### config.mk
export PLATFORM = sky130hd
export DESIGN_NAME = cache_mem_port
export DESIGN_NICKNAME = d
export VERILOG_FILES = /design/src/rtl/cache_mem_port.sv
export SDC_FILE = /design/constraint.sdc
export NUM_CORES = 1
export LEC_CHECK = 0
export CORE_ASPECT_RATIO = 1.25
export CORE_MARGIN = 2
export CORE_UTILIZATION = 32
export CTS_BUF_LIST = sky130_fd_sc_hd__clkbuf_16
export CTS_CLUSTER_DIAMETER = 150
export DETAILED_ROUTE_END_ITERATION = 8
export HOLD_SLACK_MARGIN = 0.12
export PLACE_DENSITY = 0.67
export SYNTH_ARGS = -nofsm -noshare
export SYNTH_HDL_FRONTEND = slang
export SYNTH_SLANG_ARGS = --single-unit
### constraint.sdc
create_clock -name clk -period 1.95 [get_ports clk]
set_input_delay 0.195 -clock clk [delete_from_list [all_inputs] [get_ports clk]]
set_output_delay 0.195 -clock clk [all_outputs]
set_load 0.02 [all_outputs]
### src/rtl/cache_mem_port.sv
// rtl/cache_mem_port.sv - cache miss/writeback responder serialising onto one memory_async port
//
// Purpose:
//   Accepts the cache's four-phase read and write(back) handshakes and runs them one
//   at a time on a single memory_async master port. Writes win over reads in IDLE so
//   a dirty line is written back before its refill. Every output is registered.
//
// Ports:
//   clk, reset        clock; asynchronous active-low reset
//   c_read_*          cache read request/address in, read data/ack out
//   c_write_*         cache write request/address/data in, write ack out
//   m_enable          memory master_enable
//   m_read_write      1 = read, 0 = write
//   m_addr/m_data_out address and write data, latched at grant
//   m_data_in/m_ack   memory read data and ack
//   error             sticky wait-timeout flag
//
// Configuration:
//   CACHE_MEM_PORT_TIMEOUT_EN  when defined, a 16-bit wait counter aborts a memory
//                              access after TIMEOUT cycles and sets error; otherwise
//                              the port waits for m_ack forever and error is 0.

module cache_mem_port #(
  parameter int WIDTH   = 32,
  parameter int TIMEOUT = 64
) (
  input  logic             clk,
  input  logic             reset,
  input  logic             c_read_req,
  input  logic [WIDTH-1:0] c_read_addr,
  output logic [WIDTH-1:0] c_read_data,
  output logic             c_read_ack,
  input  logic             c_write_req,
  input  logic [WIDTH-1:0] c_write_addr,
  input  logic [WIDTH-1:0] c_write_data,
  output logic             c_write_ack,
  output logic             m_enable,
  output logic             m_read_write,
  output logic [WIDTH-1:0] m_addr,
  output logic [WIDTH-1:0] m_data_out,
  input  logic [WIDTH-1:0] m_data_in,
  input  logic             m_ack,
  output logic             error
);

  localparam logic [2:0] IDLE    = 3'd0;
  localparam logic [2:0] RD      = 3'd1;
  localparam logic [2:0] WR      = 3'd2;
  localparam logic [2:0] RD_DONE = 3'd3;
  localparam logic [2:0] WR_DONE = 3'd4;

  logic [2:0]       state_q, state_d;
  logic [WIDTH-1:0] rdata_q, rdata_d;
  logic             rack_q, rack_d;
  logic             wack_q, wack_d;
  logic             en_q, en_d;
  logic             rw_q, rw_d;
  logic [WIDTH-1:0] addr_q, addr_d;
  logic [WIDTH-1:0] wdata_q, wdata_d;

`ifdef CACHE_MEM_PORT_TIMEOUT_EN
  logic [15:0] wait_q, wait_d;
  logic        err_q, err_d;
  logic        expired;

  // Fires on the TIMEOUT-th cycle spent waiting in RD/WR.
  assign expired = (wait_q == 16'(TIMEOUT - 1));
`endif

  always_comb begin
    state_d = state_q;
    rdata_d = rdata_q;
    rack_d  = rack_q;
    wack_d  = wack_q;
    en_d    = en_q;
    rw_d    = rw_q;
    addr_d  = addr_q;
    wdata_d = wdata_q;
`ifdef CACHE_MEM_PORT_TIMEOUT_EN
    wait_d  = wait_q;
    err_d   = err_q;
`endif
    case (state_q)
      IDLE: begin
        // A stale m_ack (e.g. left over from a reset mid-access) blocks new grants.
        if (!m_ack) begin
          if (c_write_req) begin
            state_d = WR;
            addr_d  = c_write_addr;
            wdata_d = c_write_data;
            en_d    = 1'b1;
            rw_d    = 1'b0;
`ifdef CACHE_MEM_PORT_TIMEOUT_EN
            wait_d  = '0;
`endif
          end else if (c_read_req) begin
            state_d = RD;
            addr_d  = c_read_addr;
            en_d    = 1'b1;
            rw_d    = 1'b1;
`ifdef CACHE_MEM_PORT_TIMEOUT_EN
            wait_d  = '0;
`endif
          end
        end
      end
      RD: begin
        if (m_ack) begin
          rdata_d = m_data_in;
          rack_d  = 1'b1;
          en_d    = 1'b0;
          state_d = RD_DONE;
`ifdef CACHE_MEM_PORT_TIMEOUT_EN
        end else if (expired) begin
          rdata_d = '0;
          rack_d  = 1'b1;
          en_d    = 1'b0;
          err_d   = 1'b1;
          state_d = RD_DONE;
        end else begin
          wait_d  = wait_q + 16'd1;
`endif
        end
      end
      WR: begin
        if (m_ack) begin
          wack_d  = 1'b1;
          en_d    = 1'b0;
          state_d = WR_DONE;
`ifdef CACHE_MEM_PORT_TIMEOUT_EN
        end else if (expired) begin
          wack_d  = 1'b1;
          en_d    = 1'b0;
          err_d   = 1'b1;
          state_d = WR_DONE;
        end else begin
          wait_d  = wait_q + 16'd1;
`endif
        end
      end
      // Finish the four-phase handshake on both sides before going idle.
      RD_DONE: begin
        if (!c_read_req && !m_ack) begin
          rack_d  = 1'b0;
          state_d = IDLE;
        end
      end
      WR_DONE: begin
        if (!c_write_req && !m_ack) begin
          wack_d  = 1'b0;
          state_d = IDLE;
        end
      end
      default: state_d = IDLE;
    endcase
  end

  always_ff @(posedge clk or negedge reset) begin
    if (!reset) begin
      state_q <= IDLE;
      rdata_q <= '0;
      rack_q  <= 1'b0;
      wack_q  <= 1'b0;
      en_q    <= 1'b0;
      rw_q    <= 1'b1;
      addr_q  <= '0;
      wdata_q <= '0;
`ifdef CACHE_MEM_PORT_TIMEOUT_EN
      wait_q  <= '0;
      err_q   <= 1'b0;
`endif
    end else begin
      state_q <= state_d;
      rdata_q <= rdata_d;
      rack_q  <= rack_d;
      wack_q  <= wack_d;
      en_q    <= en_d;
      rw_q    <= rw_d;
      addr_q  <= addr_d;
      wdata_q <= wdata_d;
`ifdef CACHE_MEM_PORT_TIMEOUT_EN
      wait_q  <= wait_d;
      err_q   <= err_d;
`endif
    end
  end

  assign c_read_data  = rdata_q;
  assign c_read_ack   = rack_q;
  assign c_write_ack  = wack_q;
  assign m_enable     = en_q;
  assign m_read_write = rw_q;
  assign m_addr       = addr_q;
  assign m_data_out   = wdata_q;
`ifdef CACHE_MEM_PORT_TIMEOUT_EN
  assign error        = err_q;
`else
  assign error        = 1'b0;
`endif

endmodule

==> results of run 1 <==
[layer usage]
metal / part of all wire [%] / global-route usage (%) / up-vias
met4: 2.0 / 6.319 / 0
met3: 9.9 / 5.667 / 14
met1: 36 / 16.32 / 1583
li1: - / - / 1466
met5: 0 / 0 / -
met2: 53 / 27.68 / 134
[state kept, by name (all words and copies together) (netlist names)]
| signal | count |
|---|---|
| c_read_ack | 1 |
| c_read_data | 32 |
| c_write_ack | 1 |
| m_addr | 32 |
| m_data_out | 32 |
| m_enable | 1 |
| m_read_write | 1 |
| state_q | 3 |
[power groups by stage]
stage / combinational (mW) / clock [mW] / sequential (mW)
2_1_floorplan: 1.94 / 0 / 5.11
3_3_place_gp: 5.91 / 0 / 3.85
3_5_place_dp: 5.99 / 0 / 3.89
4_1_cts: 6.02 / 1.80 / 3.87
5_1_grt: 6.25 / 1.88 / 3.99
6_report: 5.93 / 1.72 / 3.85
[worst max-delay path by stage]
| stage | startpoint | cells past startpoint | to | slack, ns |
|---|---|---|---|---|
| 6_report | state_q[0] | 4 | c_read_data[18] | 0.22 |
| 5_1_grt | state_q[0] | 4 | c_read_data[31] | 0.11 |
| 4_1_cts | state_q[0] | 4 | c_read_data[18] | 0.20 |
| 3_5_place_dp | m_ack | 5 | m_addr[27] | 0.15 |
| 3_3_place_gp | m_ack | 5 | c_read_data[17] | 0.17 |
| 2_1_floorplan | state_q[2] | 6 | m_addr[0] | 0.31 |
[layout by cell type (no fill, tap or decap)]
cell and count:
bufinv_16 1, mux2_4 28, nand3_1 1, clkbuf_16 9
mux2_1 2, a31oi_1 2, clkinv_2 1, a211oi_1 2
dfrtp_1 102, dfstp_2 1, a21oi_1 4, clkdlybuf4s50_1 231
o21a_1 1, nor4_4 2, o32a_1 1, inv_2 2
inv_1 3, dlygate4sd3_1 1, o21ai_0 3, clkinv_1 2
nor3_1 1, o21a_2 1, buf_12 5, clkinvlp_4 1
o41ai_1 2, xnor2_1 1, mux2_2 98, nand2_2 1
o211ai_1 1, conb_1 1, buf_4 10
[cells by family (layout without fill, tap and decap cells)]
group,after synthesis,in the layout,synth area share [%]
mux,128,128,34.22
other cells,1,1,0.08298
buf+inv,23,266,4.651
compound gates,17,17,2.492
simple gates,5,5,1.301
flops,103,103,57.06
xor+xnor,1,1,0.1938
[worst max-delay path: stages (launching register included)]
cell	delay [ns]
dfrtp_1	0.53
inv_2	0.13
nor4_4	0.35
buf_4	0.25
mux2_2	0.35
[cell type report]
type / instances / area, sq um
fill: 1205 / 6492
sequential: 103 / 2579
timing repair buffer: 247 / 2497
multi-input combinational: 152 / 1732
clock buffer: 9 / 225.2
tap: 175 / 219.0
clock inverter: 6 / 53.80
inverter: 4 / 15.01
[metrics by stage]
stage               setup WS (ns)  utilization, %  area [sq um]  cells  hold WS (ns)
floorplan                  0.3128               -          4519    278       -0.1006
global placement           0.1706           50.91          7032    680        0.2058
detailed placement         0.1464           50.91          7032    680        0.2033
CTS                        0.1975           53.00          7321    696        0.3869
global route               0.1081           53.00          7321    696        0.4169
finish                     0.2179           53.00          7321    696        0.3629
==> run metrics, run 1 <==
Critical R2R Capture c_read_data[18]; Worst Hold Class input pin to async pin; Die Wd 110.3 microns; Gate power share roughly half; CTS H-tree lvls 3; Pins Over Slew Limit 0; setup_tns 0 ns; sequential share of power approximately a third; Worst R2R Setup Slack 0.22 ns; crit path DAT around 2.0 ns; endpoint class of the critical path flip-flop; Clk Latency, worst-skew pair ~0.34 ns; Post-synth EDFFs 0; Pleak between 3 and 4 nW; mean post-synth cell area between 15 and 20 sq um; clock group share of total power between 10% and 20%; worst r2r path cells 4; CTS tree done; Rows 48; endpoints failing hold 0; routability congestion estimate 0.7500; worst-path fanout max 10; drt total wl about 12 mm; chip height approximately 140 microns; Die ar. 15100 sq um; RSZ-0062 raised after global routing false; DR vias/cell roughly 4.6; GRT Util Overall 15.52%; Clock transition at path regs ~0.06 ns; pwr/cell area roughly 1600 nW/um^2; worst vdd ir 795.2 uV; post-route antenna net violation count 0; crit path launch type flip-flop; final setup fails 0; Via Count roughly 3200; CP required roughly 2.2 ns; Netlist Area Pre-Place 4519 sq um; Ports about 230; Final HPWL DP approximately 9 mm; Ys Warns 0; # diodes 0; Distinct cells, synth 26; Seq cells post-synth 103; Clock Path Buffers 2; final period utilization 88.83%; CTS Root Cell clkbuf_16; post-CTS setup buffers 0; path type of the worst setup path flip-flop to flip-flop; Switching Power between 3 and 4 mW; DRC Markers 0; Seq/Total Area, Yosys a little under three fifths; Starting Density 32.72%; outcome finished, final reports clean; # clock sinks ~100; largest net degree at the start of global routing 52; switching share of power approximately a third; Area Overhead vs Synth 61.99%; Slew headroom between 60 and 70%; Layout Nets 650; first-pass GRT wire length roughly 18 mm; top cell type's share of synthesized area between 50% and 60%; IO Port Bufs 232; leading area contributor after synthesis dfrtp_1; Top FF cell, synth dfrtp_1; total power between 10 and 15 mW; drt first-iter violations between 90 and 100; RR Startpoint state_q[0]; CTS resizes 0; top cells by count, synth 102 x dfrtp_1, 98 x mux2_2, 28 x mux2_4; fmax 577.3 MHz; Num CTS Buffers 9; most common cell in the synthesized netlist dfrtp_1; Tightest Pin Transition 0.5304 ns; # hold bufs at CTS 1; Period minus WS final roughly 1.7 ns; Int Pwr between 7 and 8 mW; drt pass-1 iters 4; fraction of layout cells with a size suffix above 1 a little under a third; Mapped Cells 278; gr ovfl total 0; Max Cap Viol 0; core area about 14000 sq um; top cells by area, synth dfrtp_1 56%, mux2_2 24%, mux2_4 9.3%, buf_6 2.0%, buf_12 1.3%; DR WL/cell approximately 17 microns; async set or reset register ratio after synthesis 100.0%; antenna violations before repair 0; number of global-route vias before repair between 3000 and 4000; Fin Clk Skew between 0.006 and 0.007 ns; Synthesized Nets 411
Note: power is estimated with default switching activity, not from simulation.
==> inputs of run 2 (changes only) <==
- SKIP_LAST_GASP: unset -> 1
==> results of run 2 <==
Final layout, timing and power as in run 1 (identical DEF).
==> inputs of run 3 (changes only) <==
==> constraint.sdc (replaced) <==
create_clock -name clk -period 1.95 [get_ports clk]
set_input_delay 0.39 -clock clk [delete_from_list [all_inputs] [get_ports clk]]
set_output_delay 0.39 -clock clk [all_outputs]
set_load 0.02 [all_outputs]
==> run 3 against run 2 <==
  * Clock power decreased by 6%
  * Non-clock buffer count increased by 3
  * Global-route usage decreased by 0.36 points
  * Wire length decreased by 0.32%
  * Hold slack improved by 0.12 ns
  * Clock-buffer cell count unchanged
  * Via count decreased by 0.28%
  * Die area unchanged
  * First-iteration DRC count decreased by 26%
  * Sequential power about the same
  * Core utilization increased by 0.18 points
  * Critical path type is now flip-flop to output pin
  * Critical endpoint is now m_read_write
==> run metrics, run 3 (synthesis results as in run 1) <==
Final HPWL DP 9.139 mm (was 8.998 mm); worst-path fanout max 2 (was 10); final setup fails 0 (unchanged); most frequent cells in the layout 231 x clkdlybuf4s50_1, 102 x dfrtp_1, 98 x mux2_2, 28 x mux2_4, 12 x buf_4 (was 231 x clkdlybuf4s50_1, 102 x dfrtp_1, 98 x mux2_2, 28 x mux2_4, 10 x buf_4); Gate power share 52.2% (was 51.6%); Switching Power 3.974 mW (was 3.950 mW); CTS H-tree lvls 3 (unchanged); routability congestion estimate 0.7716 (was 0.7500); clock group share of total power 14.1% (was 15.0%); Rows 48 (unchanged); drt total wl 11.62 mm (was 11.66 mm); endpoint class of the critical path output pin (was flip-flop); CTS tree done (unchanged); Area Overhead vs Synth 62.54% (was 61.99%); CTS Root Cell clkbuf_16 (unchanged); placed insts 683 (was 680); fraction of layout cells with a size suffix above 1 31.24% (was 30.71%); max incr delay on CP 0.63 ns (was 0.53 ns); drt first-iter violations 70 (was 94); Worst Hold Class input pin to async pin (unchanged); worst vdd ir 772.9 uV (was 795.2 uV); DRC Markers 0 (unchanged); endpoints failing hold 0 (unchanged); # clock sinks 103 (unchanged); Die ar. 15100 sq um (unchanged); fmax 532.8 MHz (was 577.3 MHz); first-pass GRT wire length 17.37 mm (was 17.62 mm); Setup WS post-layout 0.07319 ns (was 0.2179 ns); DR WL/cell 16.58 microns (was 16.75 microns); Setup WS pre-CTS -0.04428 ns (was 0.1464 ns); CTS resizes 0 (unchanged); final period utilization 96.25% (was 88.83%); RSZ-0062 raised after global routing false (unchanged); GRT Util Overall 15.16% (was 15.52%); gr ovfl total 0 (unchanged); number of global-route vias before repair 3524 (was 3550); core area 13810 sq um (unchanged); # hold bufs at CTS 1 (unchanged); CP delay by family, top buffers and inverters (was flip-flops); Starting Density 32.72% (unchanged); IO Port Bufs 232 (unchanged); total power 11.44 mW (was 11.51 mW); chip height 136.9 microns (unchanged); Ports 234 (unchanged); DR vias/cell 4.548 (was 4.593); Clk Latency, worst-skew pair 0.34 ns (about the same); drt pass-1 iters 4 (unchanged); Fin Clk Skew 0.004588 ns (was 0.006844 ns); Die Wd 110.3 microns (unchanged); crit path launch type flip-flop (unchanged); CP required 1.56 ns (was 2.18 ns); Via Count 3188 (was 3197); antenna violations before repair 1 (was 0); path type of the worst setup path flip-flop to output pin (was flip-flop to flip-flop); post-route antenna net violation count 0 (unchanged); pwr/cell area 1558 nW/um^2 (was 1572 nW/um^2); Layout Nets 653 (was 650); post-CTS setup buffers 0 (unchanged); Pins Over Slew Limit 0 (unchanged); Pleak 3.032 nW (was 3.017 nW); critical path, cell by cell clkdlybuf4s50_1 (was inv_2 > nor4_4 > buf_4 > mux2_2); Int Pwr 7.468 mW (was 7.557 mW); outcome finished, final reports clean (unchanged); most common cell after layout, fill and taps aside clkdlybuf4s50_1 (unchanged); Crit-path slowest cell clkdlybuf4s50_1 (was dfrtp_1); Clock Path Buffers 2 (unchanged); Max Cap Viol 0 (unchanged); largest net degree at the start of global routing 55 (was 52); crit path DAT 1.49 ns (was 1.96 ns); switching share of power 34.73% (was 34.33%); Crit path buffers/inverters 1 (was 2); Num CTS Buffers 9 (unchanged); sequential share of power 33.8% (was 33.5%); Non-Filler Instances 701 (was 696); Clock transition at path regs 0.07 ns (was 0.06 ns); Period minus WS final 1.877 ns (was 1.732 ns)
## run 3: cell types whose count changed in the layout (fill, tap and decap cells not counted)
cell / delta
bufinv_16: -1
inv_1: +1
buf_12: +1
buf_4: +2
inv_6: +1
diode_2: +1
clkinv_4: +1
clkinv_1: -1
## run 3: stage by stage
step	hold WS, ns	TNS (ns)	util (%)	cell area [sq um]
after floorplan	0.09441	0	-	4519
after global placement	0.2954	-0.2858	51.16	7067
after detailed placement	0.2989	-1.243	51.16	7067
after CTS	0.4769	0	53.16	7343
after global routing	0.4936	0	53.16	7343
final	0.4807	0	53.18	7346
## run 3: path summary, 6_finish.rpt
check | start | end | slack, ns | cells past startpoint
worst max-delay path | m_read_write | m_read_write | 0.07 | 1
worst min-delay path | reset | m_addr[14] | 0.48 | 2
worst max register to register | state_q[0] | c_read_data[15] | 0.20 | 4
worst min register to register | c_read_data[19] | c_read_data[19] | 0.50 | 1
max in group asynchronous | reset | c_read_data[28] | 0.89 | 3
min in group clk | c_read_data[19] | c_read_data[19] | 0.50 | 1
## run 3: routing by layer
layer / wire [microns] / GRT usage (%)
met4: 133 / 4.514
met2: 6135 / 27.20
met1: 4163 / 16.32
met5: 0 / 0
met3: 1192 / 5.857
## run 3: cell type report
type                    count  area [sq um]
multi-input cells         152          1732
fillers                  1221          6467
clock buffers               9         225.2
well taps                 175         219.0
diodes                      1         2.502
flip-flops and latches    103          2579
inverters                   4         15.01
repair buffers            250          2532
clock inverters             7         41.29
## run 3: power groups by stage
stage | sequential (mW) | clock, mW | combinational (mW)
3_3_place_gp | 3.84 | 0 | 5.95
4_1_cts | 3.88 | 1.70 | 6.06
2_1_floorplan | 5.11 | 0 | 1.94
6_report | 3.86 | 1.61 | 5.97
3_5_place_dp | 3.90 | 0 | 6.03
5_1_grt | 4.01 | 1.78 | 6.31
